File: src/rtl/dma_read_engine_pkg.sv
`default_nettype none
// +----------------------------------------------------------------------+
// | Module      : dma_read_engine_pkg                                    |
// | Description : Shared types and helpers for the host read DMA engine. |
// | Revision    : 1.0  initial release                                   |
// +----------------------------------------------------------------------+
package dma_read_engine_pkg;

    localparam int c_CLADDR_W = 42;
    localparam int c_CLDATA_W = 512;
    localparam int c_CNT_W    = 32;

    typedef logic [c_CLADDR_W-1:0] t_claddr;
    typedef logic [c_CLDATA_W-1:0] t_cldata;

    typedef struct packed {
        logic idle;
        logic active;
        logic done;
    } t_dma_status;

    typedef enum logic [1:0] {
        LEN1 = 2'b00,
        LEN2 = 2'b01,
        LEN4 = 2'b11
    } t_dma_rlength;

    typedef enum logic [1:0] {
        IDLE  = 2'd0,
        ISSUE = 2'd1,
        DRAIN = 2'd2,
        DONE  = 2'd3
    } t_dmastate;

    function automatic logic [2:0] rlength_lines(input t_dma_rlength len);
        case (len)
            LEN4:    return 3'd4;
            LEN2:    return 3'd2;
            default: return 3'd1;
        endcase
    endfunction

endpackage
`default_nettype wire

File: src/rtl/dma_read_engine_if.sv
`default_nettype none
// +----------------------------------------------------------------------+
// | Module      : dma_read_engine_if                                     |
// | Description : Control, host request/response and rx_read bundle.     |
// | Revision    : 1.0  initial release                                   |
// +----------------------------------------------------------------------+
interface dma_read_engine_if;
    import dma_read_engine_pkg::*;

    logic                 ctrl_start;
    t_claddr              ctrl_addr;
    logic [c_CNT_W-1:0]   ctrl_num_lines;
    logic                 status_idle;
    logic                 status_active;
    logic                 status_done;
    logic                 host_re;
    t_claddr              host_raddr;
    t_dma_rlength         host_rlength;
    logic                 host_almostfull;
    logic                 host_rvalid;
    t_cldata              host_rdata;
    logic                 out_rvalid;
    t_cldata              out_rdata;
    logic                 out_almostfull;

    // master is the engine itself; slave is the controller/host/consumer side
    modport master (
        input  ctrl_start, ctrl_addr, ctrl_num_lines,
        output status_idle, status_active, status_done,
        output host_re, host_raddr, host_rlength,
        input  host_almostfull, host_rvalid, host_rdata,
        output out_rvalid, out_rdata,
        input  out_almostfull
    );

    modport slave (
        output ctrl_start, ctrl_addr, ctrl_num_lines,
        input  status_idle, status_active, status_done,
        input  host_re, host_raddr, host_rlength,
        output host_almostfull, host_rvalid, host_rdata,
        input  out_rvalid, out_rdata,
        output out_almostfull
    );

endinterface
`default_nettype wire

File: src/rtl/dma_read_engine_sizer.sv
`default_nettype none
// +----------------------------------------------------------------------+
// | Module      : dma_read_request_sizer                                 |
// | Description : Picks the largest aligned 1/2/4-line request that fits.|
// | Revision    : 1.0  initial release                                   |
// +----------------------------------------------------------------------+
module dma_read_request_sizer
    import dma_read_engine_pkg::*;
(
    input  t_claddr            i_addr,
    input  logic [c_CNT_W-1:0] i_remaining,
    input  logic               i_enable,
    output t_dma_rlength       o_rlength,
    output logic [2:0]         o_count
);

    always_comb begin
        o_rlength = LEN1;
        if (i_enable && (i_addr[1:0] == 2'b00) && (i_remaining >= 32'd4)) begin
            o_rlength = LEN4;
        end else if (i_enable && !i_addr[0] && (i_remaining >= 32'd2)) begin
            o_rlength = LEN2;
        end
        o_count = rlength_lines(o_rlength);
    end

endmodule
`default_nettype wire

File: src/rtl/dma_read_engine.sv
`default_nettype none
// +----------------------------------------------------------------------+
// | Module      : dma_read_engine                                        |
// | Description : Fetches a run of cache lines from host memory and      |
// |               forwards them in order on the rx_read channel.         |
// | Revision    : 1.0  initial release                                   |
// +----------------------------------------------------------------------+
module dma_read_engine
    import dma_read_engine_pkg::*;
#(
    parameter int MAX_OUTSTANDING   = 64,
    parameter bit ENABLE_MULTI_LINE = 1'b1
) (
    input  logic              clk,
    input  logic              reset_n,
    dma_read_engine_if.master dma
);

    localparam int c_OUT_W = $clog2(MAX_OUTSTANDING) + 1;

    if ((MAX_OUTSTANDING < 4) || ((MAX_OUTSTANDING & (MAX_OUTSTANDING - 1)) != 0)) begin : g_bad_max_outstanding
        $error("MAX_OUTSTANDING must be a power of two and at least 4");
    end

    t_dmastate          r_state;
    t_claddr            r_addr;
    logic [c_CNT_W-1:0] r_num_lines;
    logic [c_CNT_W-1:0] r_requested;
    logic [c_CNT_W-1:0] r_received;
    logic [c_OUT_W-1:0] r_outstanding;
    t_dma_status        r_status;
    logic               r_host_re;
    t_claddr            r_host_raddr;
    t_dma_rlength       r_host_rlength;
    logic               r_out_rvalid;
    t_cldata            r_out_rdata;

    logic [c_CNT_W-1:0] w_remaining;
    t_dma_rlength       w_rlength;
    logic [2:0]         w_count;
    logic [c_OUT_W:0]   w_need;
    logic               w_credit_ok;
    logic               w_issue;
    logic               w_rsp;

    assign w_remaining = r_num_lines - r_requested;

    dma_read_request_sizer u_sizer (
        .i_addr      (r_addr),
        .i_remaining (w_remaining),
        .i_enable    (ENABLE_MULTI_LINE),
        .o_rlength   (w_rlength),
        .o_count     (w_count)
    );

    // one extra bit so outstanding+len cannot wrap before the compare
    assign w_need      = {1'b0, r_outstanding} + (c_OUT_W+1)'(w_count);
    assign w_credit_ok = (w_need <= (c_OUT_W+1)'(MAX_OUTSTANDING));
    assign w_issue     = (r_state == ISSUE) && (r_requested != r_num_lines) &&
                         !dma.host_almostfull && !dma.out_almostfull && w_credit_ok;
    assign w_rsp       = dma.host_rvalid && ((r_state == ISSUE) || (r_state == DRAIN));

    always_ff @(posedge clk or negedge reset_n) begin
        if (!reset_n) begin
            r_state        <= IDLE;
            r_addr         <= '0;
            r_num_lines    <= '0;
            r_requested    <= '0;
            r_received     <= '0;
            r_outstanding  <= '0;
            r_status       <= '{idle: 1'b1, active: 1'b0, done: 1'b0};
            r_host_re      <= 1'b0;
            r_host_raddr   <= '0;
            r_host_rlength <= LEN1;
        end else begin
            r_host_re <= w_issue;
            if (w_issue) begin
                r_host_raddr   <= r_addr;
                r_host_rlength <= w_rlength;
                r_addr         <= r_addr + t_claddr'(w_count);
                r_requested    <= r_requested + c_CNT_W'(w_count);
            end
            if (w_rsp) begin
                r_received <= r_received + 32'd1;
            end
            r_outstanding <= r_outstanding
                           + (w_issue ? c_OUT_W'(w_count) : c_OUT_W'(0))
                           - (w_rsp ? c_OUT_W'(1) : c_OUT_W'(0));

            case (r_state)
                IDLE: begin
                    if (dma.ctrl_start) begin
                        r_addr        <= dma.ctrl_addr;
                        r_num_lines   <= dma.ctrl_num_lines;
                        r_requested   <= '0;
                        r_received    <= '0;
                        r_outstanding <= '0;
                        if (dma.ctrl_num_lines == 32'd0) begin
                            r_state  <= DONE;
                            r_status <= '{idle: 1'b1, active: 1'b0, done: 1'b1};
                        end else begin
                            r_state  <= ISSUE;
                            r_status <= '{idle: 1'b0, active: 1'b1, done: 1'b0};
                        end
                    end
                end
                ISSUE: begin
                    if (r_requested == r_num_lines) begin
                        r_state <= DRAIN;
                    end
                end
                DRAIN: begin
                    if (r_received == r_num_lines) begin
                        r_state  <= DONE;
                        r_status <= '{idle: 1'b1, active: 1'b0, done: 1'b1};
                    end
                end
                default: begin
                    r_state         <= IDLE;
                    r_status.idle   <= 1'b1;
                    r_status.active <= 1'b0;
                end
            endcase
        end
    end

    // responses are never throttled here; the consumer keeps headroom for them
    always_ff @(posedge clk or negedge reset_n) begin
        if (!reset_n) begin
            r_out_rvalid <= 1'b0;
            r_out_rdata  <= '0;
        end else begin
            r_out_rvalid <= w_rsp;
            if (w_rsp) begin
                r_out_rdata <= dma.host_rdata;
            end
        end
    end

    assign dma.status_idle   = r_status.idle;
    assign dma.status_active = r_status.active;
    assign dma.status_done   = r_status.done;
    assign dma.host_re       = r_host_re;
    assign dma.host_raddr    = r_host_raddr;
    assign dma.host_rlength  = r_host_rlength;
    assign dma.out_rvalid    = r_out_rvalid;
    assign dma.out_rdata     = r_out_rdata;

endmodule
`default_nettype wire

File: src/flat_wrapper.sv
// flat-port wrapper written by rule: the top's interface ports become plain ports
module dma_read_engine_flat import dma_read_engine_pkg::*;
#(
    parameter int MAX_OUTSTANDING   = 64,
    parameter bit ENABLE_MULTI_LINE = 1'b1
)
  (clk, reset_n, dma_ctrl_start, dma_ctrl_addr, dma_ctrl_num_lines, dma_status_idle, dma_status_active, dma_status_done, dma_host_re, dma_host_raddr, dma_host_rlength, dma_host_almostfull, dma_host_rvalid, dma_host_rdata, dma_out_rvalid, dma_out_rdata, dma_out_almostfull);
  dma_read_engine_if dma_i ();
  input  logic clk;
  input  logic reset_n;
  input wire logic [$bits(dma_i.ctrl_start)-1:0] dma_ctrl_start;
  input wire logic [$bits(dma_i.ctrl_addr)-1:0] dma_ctrl_addr;
  input wire logic [$bits(dma_i.ctrl_num_lines)-1:0] dma_ctrl_num_lines;
  output wire logic [$bits(dma_i.status_idle)-1:0] dma_status_idle;
  output wire logic [$bits(dma_i.status_active)-1:0] dma_status_active;
  output wire logic [$bits(dma_i.status_done)-1:0] dma_status_done;
  output wire logic [$bits(dma_i.host_re)-1:0] dma_host_re;
  output wire logic [$bits(dma_i.host_raddr)-1:0] dma_host_raddr;
  output wire logic [$bits(dma_i.host_rlength)-1:0] dma_host_rlength;
  input wire logic [$bits(dma_i.host_almostfull)-1:0] dma_host_almostfull;
  input wire logic [$bits(dma_i.host_rvalid)-1:0] dma_host_rvalid;
  input wire logic [$bits(dma_i.host_rdata)-1:0] dma_host_rdata;
  output wire logic [$bits(dma_i.out_rvalid)-1:0] dma_out_rvalid;
  output wire logic [$bits(dma_i.out_rdata)-1:0] dma_out_rdata;
  input wire logic [$bits(dma_i.out_almostfull)-1:0] dma_out_almostfull;
  assign dma_i.ctrl_start = dma_ctrl_start;
  assign dma_i.ctrl_addr = dma_ctrl_addr;
  assign dma_i.ctrl_num_lines = dma_ctrl_num_lines;
  assign dma_status_idle = dma_i.status_idle;
  assign dma_status_active = dma_i.status_active;
  assign dma_status_done = dma_i.status_done;
  assign dma_host_re = dma_i.host_re;
  assign dma_host_raddr = dma_i.host_raddr;
  assign dma_host_rlength = dma_i.host_rlength;
  assign dma_i.host_almostfull = dma_host_almostfull;
  assign dma_i.host_rvalid = dma_host_rvalid;
  assign dma_i.host_rdata = dma_host_rdata;
  assign dma_out_rvalid = dma_i.out_rvalid;
  assign dma_out_rdata = dma_i.out_rdata;
  assign dma_i.out_almostfull = dma_out_almostfull;
  dma_read_engine #(.MAX_OUTSTANDING(MAX_OUTSTANDING), .ENABLE_MULTI_LINE(ENABLE_MULTI_LINE)) u_core (.clk(clk), .reset_n(reset_n), .dma(dma_i));
endmodule
File: config.mk
export PLATFORM = sky130hd
export DESIGN_NAME = dma_read_engine_flat
export DESIGN_NICKNAME = d
export VERILOG_FILES = /design/src/rtl/dma_read_engine_pkg.sv /design/src/rtl/dma_read_engine_if.sv /design/src/rtl/dma_read_engine_sizer.sv /design/src/rtl/dma_read_engine.sv /design/src/flat_wrapper.sv
export SDC_FILE = /design/constraint.sdc
export NUM_CORES = 2
export LEC_CHECK = 0
export BUFFER_PORTS_ARGS = -buffer_cell sky130_fd_sc_hd__buf_2
export CAP_MARGIN = 25
export CORE_AREA = 3 3 453 455
export CTS_CLUSTER_DIAMETER = 120
export CTS_CLUSTER_SIZE = 10
export DETAILED_ROUTE_END_ITERATION = 7
export DIE_AREA = 0 0 456 458
export PLACE_DENSITY = 0.43
export SYNTH_ARGS = -nofsm -noshare
export SYNTH_HDL_FRONTEND = slang
export SYNTH_SLANG_ARGS = --single-unit
File: constraint.sdc
create_clock -name clk -period 8.3 [get_ports clk]
set_input_delay 1.245 -clock clk [delete_from_list [all_inputs] [get_ports clk]]
set_output_delay 1.245 -clock clk [all_outputs]
set_load 0.1 [all_outputs]
* Yosys cells after proc, flatten, opt, wreduce, memory -nomap -nowiden
Cells that the tools add are included.
** Storage, ports and cells
- Input bits :: 592
- Flip-flop bits (word level) :: 708
- Output and inout port bits :: 561
** Operators by class
- Bitwise operators :: 1
- $add $sub $neg :: 7
- Multiplexer cells :: 26
- Order comparisons :: 3
- Eq/ne operators :: 10
- Reduce and logical (&&, ||, !) cells :: 19
** Operators with widths (number)
- 2-to-1 mux 32 bit :: 6
- 2-to-1 mux 42 bit :: 3
- == test 32 bit :: 2
- adder 42 x 3 -> 42 bit :: 1
- adder 32 x 1 -> 32 bit (second input constant) :: 1
- adder 32 x 3 -> 32 bit :: 1
- greater-or-equal comparator 32 x 2 -> 1 bit (second input constant) :: 1
- greater-or-equal comparator 32 x 3 -> 1 bit (second input constant) :: 1
- logical NOT 32 bit :: 1
- inequality test 32 bit :: 1
- subtractor 32 bit :: 1
- 2-to-1 mux 7 bit :: 2
- 2-to-1 mux 3 bit :: 4
- case mux 2 bit (3 select lines) :: 2
- 2-to-1 mux 2 bit :: 5
- AND reduction 3 bit :: 3
- adder 7 x 3 -> 8 bit :: 1
- less-or-equal comparator 8 x 7 -> 1 bit (second input constant) :: 1
- adder 7 bit :: 1
- logical AND 1 bit :: 7
- subtractor 7 bit :: 1
- inequality test 2 bit (second input constant) :: 3
- case mux 3 bit (2 select lines) :: 1
- == test 2 x 1 -> 1 bit (second input constant) :: 2
- other kinds (9) :: 14

* Longest topological paths before layout
- Depth in word-level cells :: 15
- Gate-level depth with buffers :: 33
- Depth with buffers taken out :: 32

* Modules after synthesis
A second synthesis with hierarchy kept.
** Second synthesis, totals
- Cell total of the unflattened synthesis :: 2530
- Area total of the unflattened synthesis :: 30958.4 um^2
** By module, submodules not included
- dma_read_engine :: seq. area each 17718.2 um^2, times used 1, cells an instance 2509, area an instance 30837.1 um^2
- dma_read_request_sizer :: seq. area each 0.0 um^2, times used 1, cells an instance 21, area an instance 121.4 um^2

* Worst setup path before layout
OpenSTA, ideal clock, no wires.
- Path type :: register to register
- From :: reg u_core.r_num_lines[0]
- To :: reg u_core.r_outstanding[6]
- Library setup time :: 0.132 ns
- Period minus slack after synthesis :: 7.704 ns
- Arrival :: 7.572 ns
- Cell stages (with the launch flop) :: 32
- Setup slack :: 0.596 ns
- Cell sequence :: dfrtp_1 > inv_1 > ha_1 > inv_1 > fa_1 > a21o_1 > a221o_1 > a221oi_4 > o221a_4 > mux2i_1 > or4_1 > or4_4 > nor4_4 > mux2i_1 > nor2_1 > ha_1 > a21o_1 > a2111oi_0 > a31o_2 > a31oi_1 > nor3_1 > clkbuf_1 > or3b_1 > ha_1 > inv_1 > fa_1 > a21o_1 > a21oi_1 > o21bai_1 > a21oi_1 > xnor2_1 > nor2_1
** Between the ends
- Cells in the longest elaborated chain, start to end :: 15
- Elaborated cells on any way between the ends :: 22
- Those cells by class :: add/sub (4); order compare (3); eq/ne (3); mux (6); reduce/logical (6)
** Ends and longest elaborated chain
- start: declaration :: RTL line dma_read_engine.sv:27 : logic [c_CNT_W-1:0] r_num_lines;
- start signal: assignment :: RTL line dma_read_engine.sv:94 : r_num_lines <= dma.ctrl_num_lines;
- subtractor 32 bit :: RTL line dma_read_engine.sv:46 : assign w_remaining = r_num_lines - r_requested;
- greater-or-equal comparator 32 x 2 -> 1 bit :: RTL line dma_read_engine_sizer.sv:21 : end else if (i_enable && !i_addr[0] && (i_remaining >= 32'd2)) begin
- logical AND 1 bit :: RTL line dma_read_engine_sizer.sv:21
- 2-to-1 mux 1 bit :: RTL line dma_read_engine_sizer.sv:21
- 2-to-1 mux 2 bit :: RTL line dma_read_engine_sizer.sv:19 : if (i_enable && (i_addr[1:0] == 2'b00) && (i_remaining >= 32'd4)) begin
- == test 2 x 1 -> 1 bit or == test 2 bit (tied branches) :: RTL line dma_read_engine_pkg.sv:36 : case (len)
- case mux 3 bit (2 select lines) :: RTL line dma_read_engine_pkg.sv:36
- adder 7 x 3 -> 8 bit :: RTL line dma_read_engine.sv:57 : assign w_need = {1'b0, r_outstanding} + (c_OUT_W+1)'(w_count);
- less-or-equal comparator 8 x 7 -> 1 bit :: RTL line dma_read_engine.sv:58 : assign w_credit_ok = (w_need <= (c_OUT_W+1)'(MAX_OUTSTANDING));
- logical AND 1 bit :: RTL line dma_read_engine.sv:60 : !dma.host_almostfull && !dma.out_almostfull && w_credit_ok;
- 2-to-1 mux 3 bit (*) :: RTL line dma_read_engine.sv:87 : + (w_issue ? c_OUT_W'(w_count) : c_OUT_W'(0))
- adder 7 bit (*) :: RTL line dma_read_engine.sv:87
- subtractor 7 bit (*) :: RTL line dma_read_engine.sv:88 : - (w_rsp ? c_OUT_W'(1) : c_OUT_W'(0));
- 2-to-1 mux 7 bit :: RTL line dma_read_engine.sv:92 : if (dma.ctrl_start) begin
- 2-to-1 mux 7 bit (*) :: RTL line dma_read_engine.sv:90 : case (r_state)
- end signal: assignment :: RTL line dma_read_engine.sv:86 : r_outstanding <= r_outstanding
- end: declaration :: RTL line dma_read_engine.sv:30 : logic [c_OUT_W-1:0] r_outstanding;
Every way passes the cells marked *; elsewhere a longest branch is shown, timed or not.
A chain may end at the register's enable or synchronous reset.

* Final worst setup path
Same ends and word-level chain as after synthesis.

==> metrics.txt <==
final global-route overflow total=0; Syn Nets=3031; worst r2r path cells=30; placed cell area=39700 um^2; initial antenna violation count=110; sequential share of the synthesized area=57.8%; crit path max fanout=4; Max clock buf depth=3; Post-synth EDFFs=0; CTS H-tree depth=3; largest net degree at the start of global routing=160; clock net sink count=708; Worst Setup SP=u_core.r_num_lines[0]; drt via density=3.82; syn_area_per_cell=12.9 um^2; CTS tree=done; min-delay worst type=flop to flop; fmax=0.128 GHz; first-pass GRT wire length=210000 um; Seq cells post-synth=708; routed len/inst=24.8 um; starting density of the core=15.2%; r2r endpoint=u_core.r_outstanding[6]; io pins=1153; critical path class=flop to flop; DIE AREA=209000 um^2; Final Skew=40.5 ps; # setup viols final=0; worst skew pair latency=700 ps; TritonCTS Buffers=82; most frequent cells in the layout=buf_2, dfrtp_1, mux2_2; cell row count=165; status=finished clean; Die Y=458 um; Total Routing Usage GR=14.4%; clock transition at the registers of the reported paths=60 ps; minimum clock period after layout=7790 ps; vias in the first global route=25100; final worst-path cycle share=93.8%; Synth cell types=72; Slew HR=24.5%; Mapped Cells=2379; Crit. End Element=flop; DRT iter0 DRCs=1321; final net count=4189; Horiz. Die Dim=456 um; layout cells sized above 1=52.7%; area grow syn2layout=36.9%; Setup TNS=0 ps; Final Hold Viols=0; WP data required=8830 ps; CP startpoint kind=flop; YS warnings=0; dpl ws=118 ps; drt pass-1 iters=5; hold path depth=1; CP max stage delay=520 ps; final instance area=42000 um^2; Buffers on Ports=1152; slowest cell on the critical path=or4_1; HPWL Detailed=127000 um; count of pins over their slew limit=0; Max-Cap Viols=0; dominant synthesized flop cell=dfrtp_1; antenna-violating nets left=0; most common cell after layout, fill and taps aside=buf_2; GP Congestion=0.925; via count=23800; WP data arrival=8310 ps; Worst setup endpoint=u_core.r_outstanding[6]; cell area after technology mapping=30700 um^2; number of remaining DRC errors=0; Synth async-reset ratio=100%; setup ws final=512 ps; r2r setup slk=510 ps; Routed WL=155000 um; r2r startpoint=u_core.r_num_lines[0]; Worst-Margin Slew=1130 ps; Root Driver=clkbuf_16; Core ar.=202000 um^2
## worst min path at each step
stage / startpoint / endpoint / slack [ps]
2_1_floorplan: u_core.r_num_lines[10] / u_core.r_num_lines[10] / 490
3_3_place_gp: u_core.dma.out_rdata[232] / u_core.dma.out_rdata[232] / 480
3_5_place_dp: u_core.dma.out_rdata[210] / u_core.dma.out_rdata[210] / 490
4_1_cts: u_core.dma.host_raddr[29] / u_core.dma.host_raddr[29] / 500
5_1_grt: u_core.dma.out_rdata[220] / u_core.dma.out_rdata[220] / 510
6_report: u_core.dma.out_rdata[399] / u_core.dma.out_rdata[399] / 500
## cell families after synthesis
group,count (synthesis),share of synthesized area (%)
adder cells (fa/ha/maj),60,2.55
AO/OA/AOI/OAI,205,4.44
XOR/XNOR,151,4.31
flip-flops,708,57.8
multiplexers,569,20.9
AND/OR/NAND/NOR,522,8.02
buffers and inverters,164,2.03
## sequential cells by signal, summed over array words and instances (netlist names), 2 cells and up
name                     cells
u_core.dma.out_rdata       512
u_core.r_state               2
u_core.r_requested          32
u_core.r_num_lines          32
u_core.dma.host_raddr       42
u_core.r_outstanding         7
u_core.r_addr               42
u_core.r_received           32
u_core.dma.host_rlength      2
## cell type report
type | instances | area, um^2
multi-input combinational | 1507 | 12400
timing repair buffer | 1184 | 6090
clock inverter | 9 | 151
clock buffer | 85 | 2070
antenna | 15 | 37.5
tap | 2672 | 3340
inverter | 54 | 203
fill | 22000 | 160000
sequential | 708 | 17700
## layer usage
metal / global-route usage (%) / share of wire (%) / up-vias
met5: 0 / 0.078 / -
met4: 3.94 / 2.7 / 18
met3: 5.25 / 8.7 / 290
met2: 25.2 / 50 / 869
met1: 16.3 / 38 / 12100
li1: - / - / 10600
## cell usage after synthesis (4+ instances only)
master	number	area [um^2]
dfrtp_1	707	17700
mux2_2	559	6290
nand2_1	212	796
clkbuf_1	105	394
nor2_1	100	375
xor2_1	98	858
o21ai_0	60	300
ha_1	56	701
nand3_1	55	275
inv_1	54	203
xnor2_1	53	464
a21oi_1	45	225
and3_1	31	194
a21o_1	28	210
nand4_1	27	169
nor4_1	25	156
nor3_1	17	85.1
and2_1	11	68.8
mux2i_1	10	100
nor2b_1	9	56.3
o21a_1	8	60.1
or3_1	8	50.1
a31oi_1	6	37.5
a211oi_1	4	30.0
a21boi_0	4	30.0
a31o_2	4	35.0
and4_1	4	35.0
buf_1	4	15.0
fa_1	4	80.1
nand2b_1	4	25.0
o21bai_1	4	30.0
o22ai_1	4	25.0
or2_2	4	25.0
## metrics by stage
step	cells	utilization, %	hold slack (ps)
6_report	6234	20.8	498
3_3_place_gp	6120	19.7	483
3_5_place_dp	6121	19.7	490
2_1_floorplan	2379	-	491
4_1_cts	6215	20.8	501
5_1_grt	6225	20.8	511
## worst max-delay path, delay by kind of cell, from the launching register on
| family | cells | cell delay, ps |
|---|---|---|
| compound gates | 12 | 2710 |
| simple gates | 7 | 2200 |
| fa+ha+maj | 5 | 1610 |
| mux | 2 | 400 |
| flops | 1 | 390 |
| buf+inv | 3 | 200 |
| xor+xnor | 1 | 140 |
## repair_timing
| item | CTS | global route |
|---|---|---|
| endpoints found under the setup margin | 0 | 18 |
| hold buffers | 0 | 0 |
| resized for setup | 0 | 9 |
| setup buffers | 0 | 4 |
Power is not shown: default switching activity piles up to over one toggle a cycle in this logic, so the estimate is an artifact.
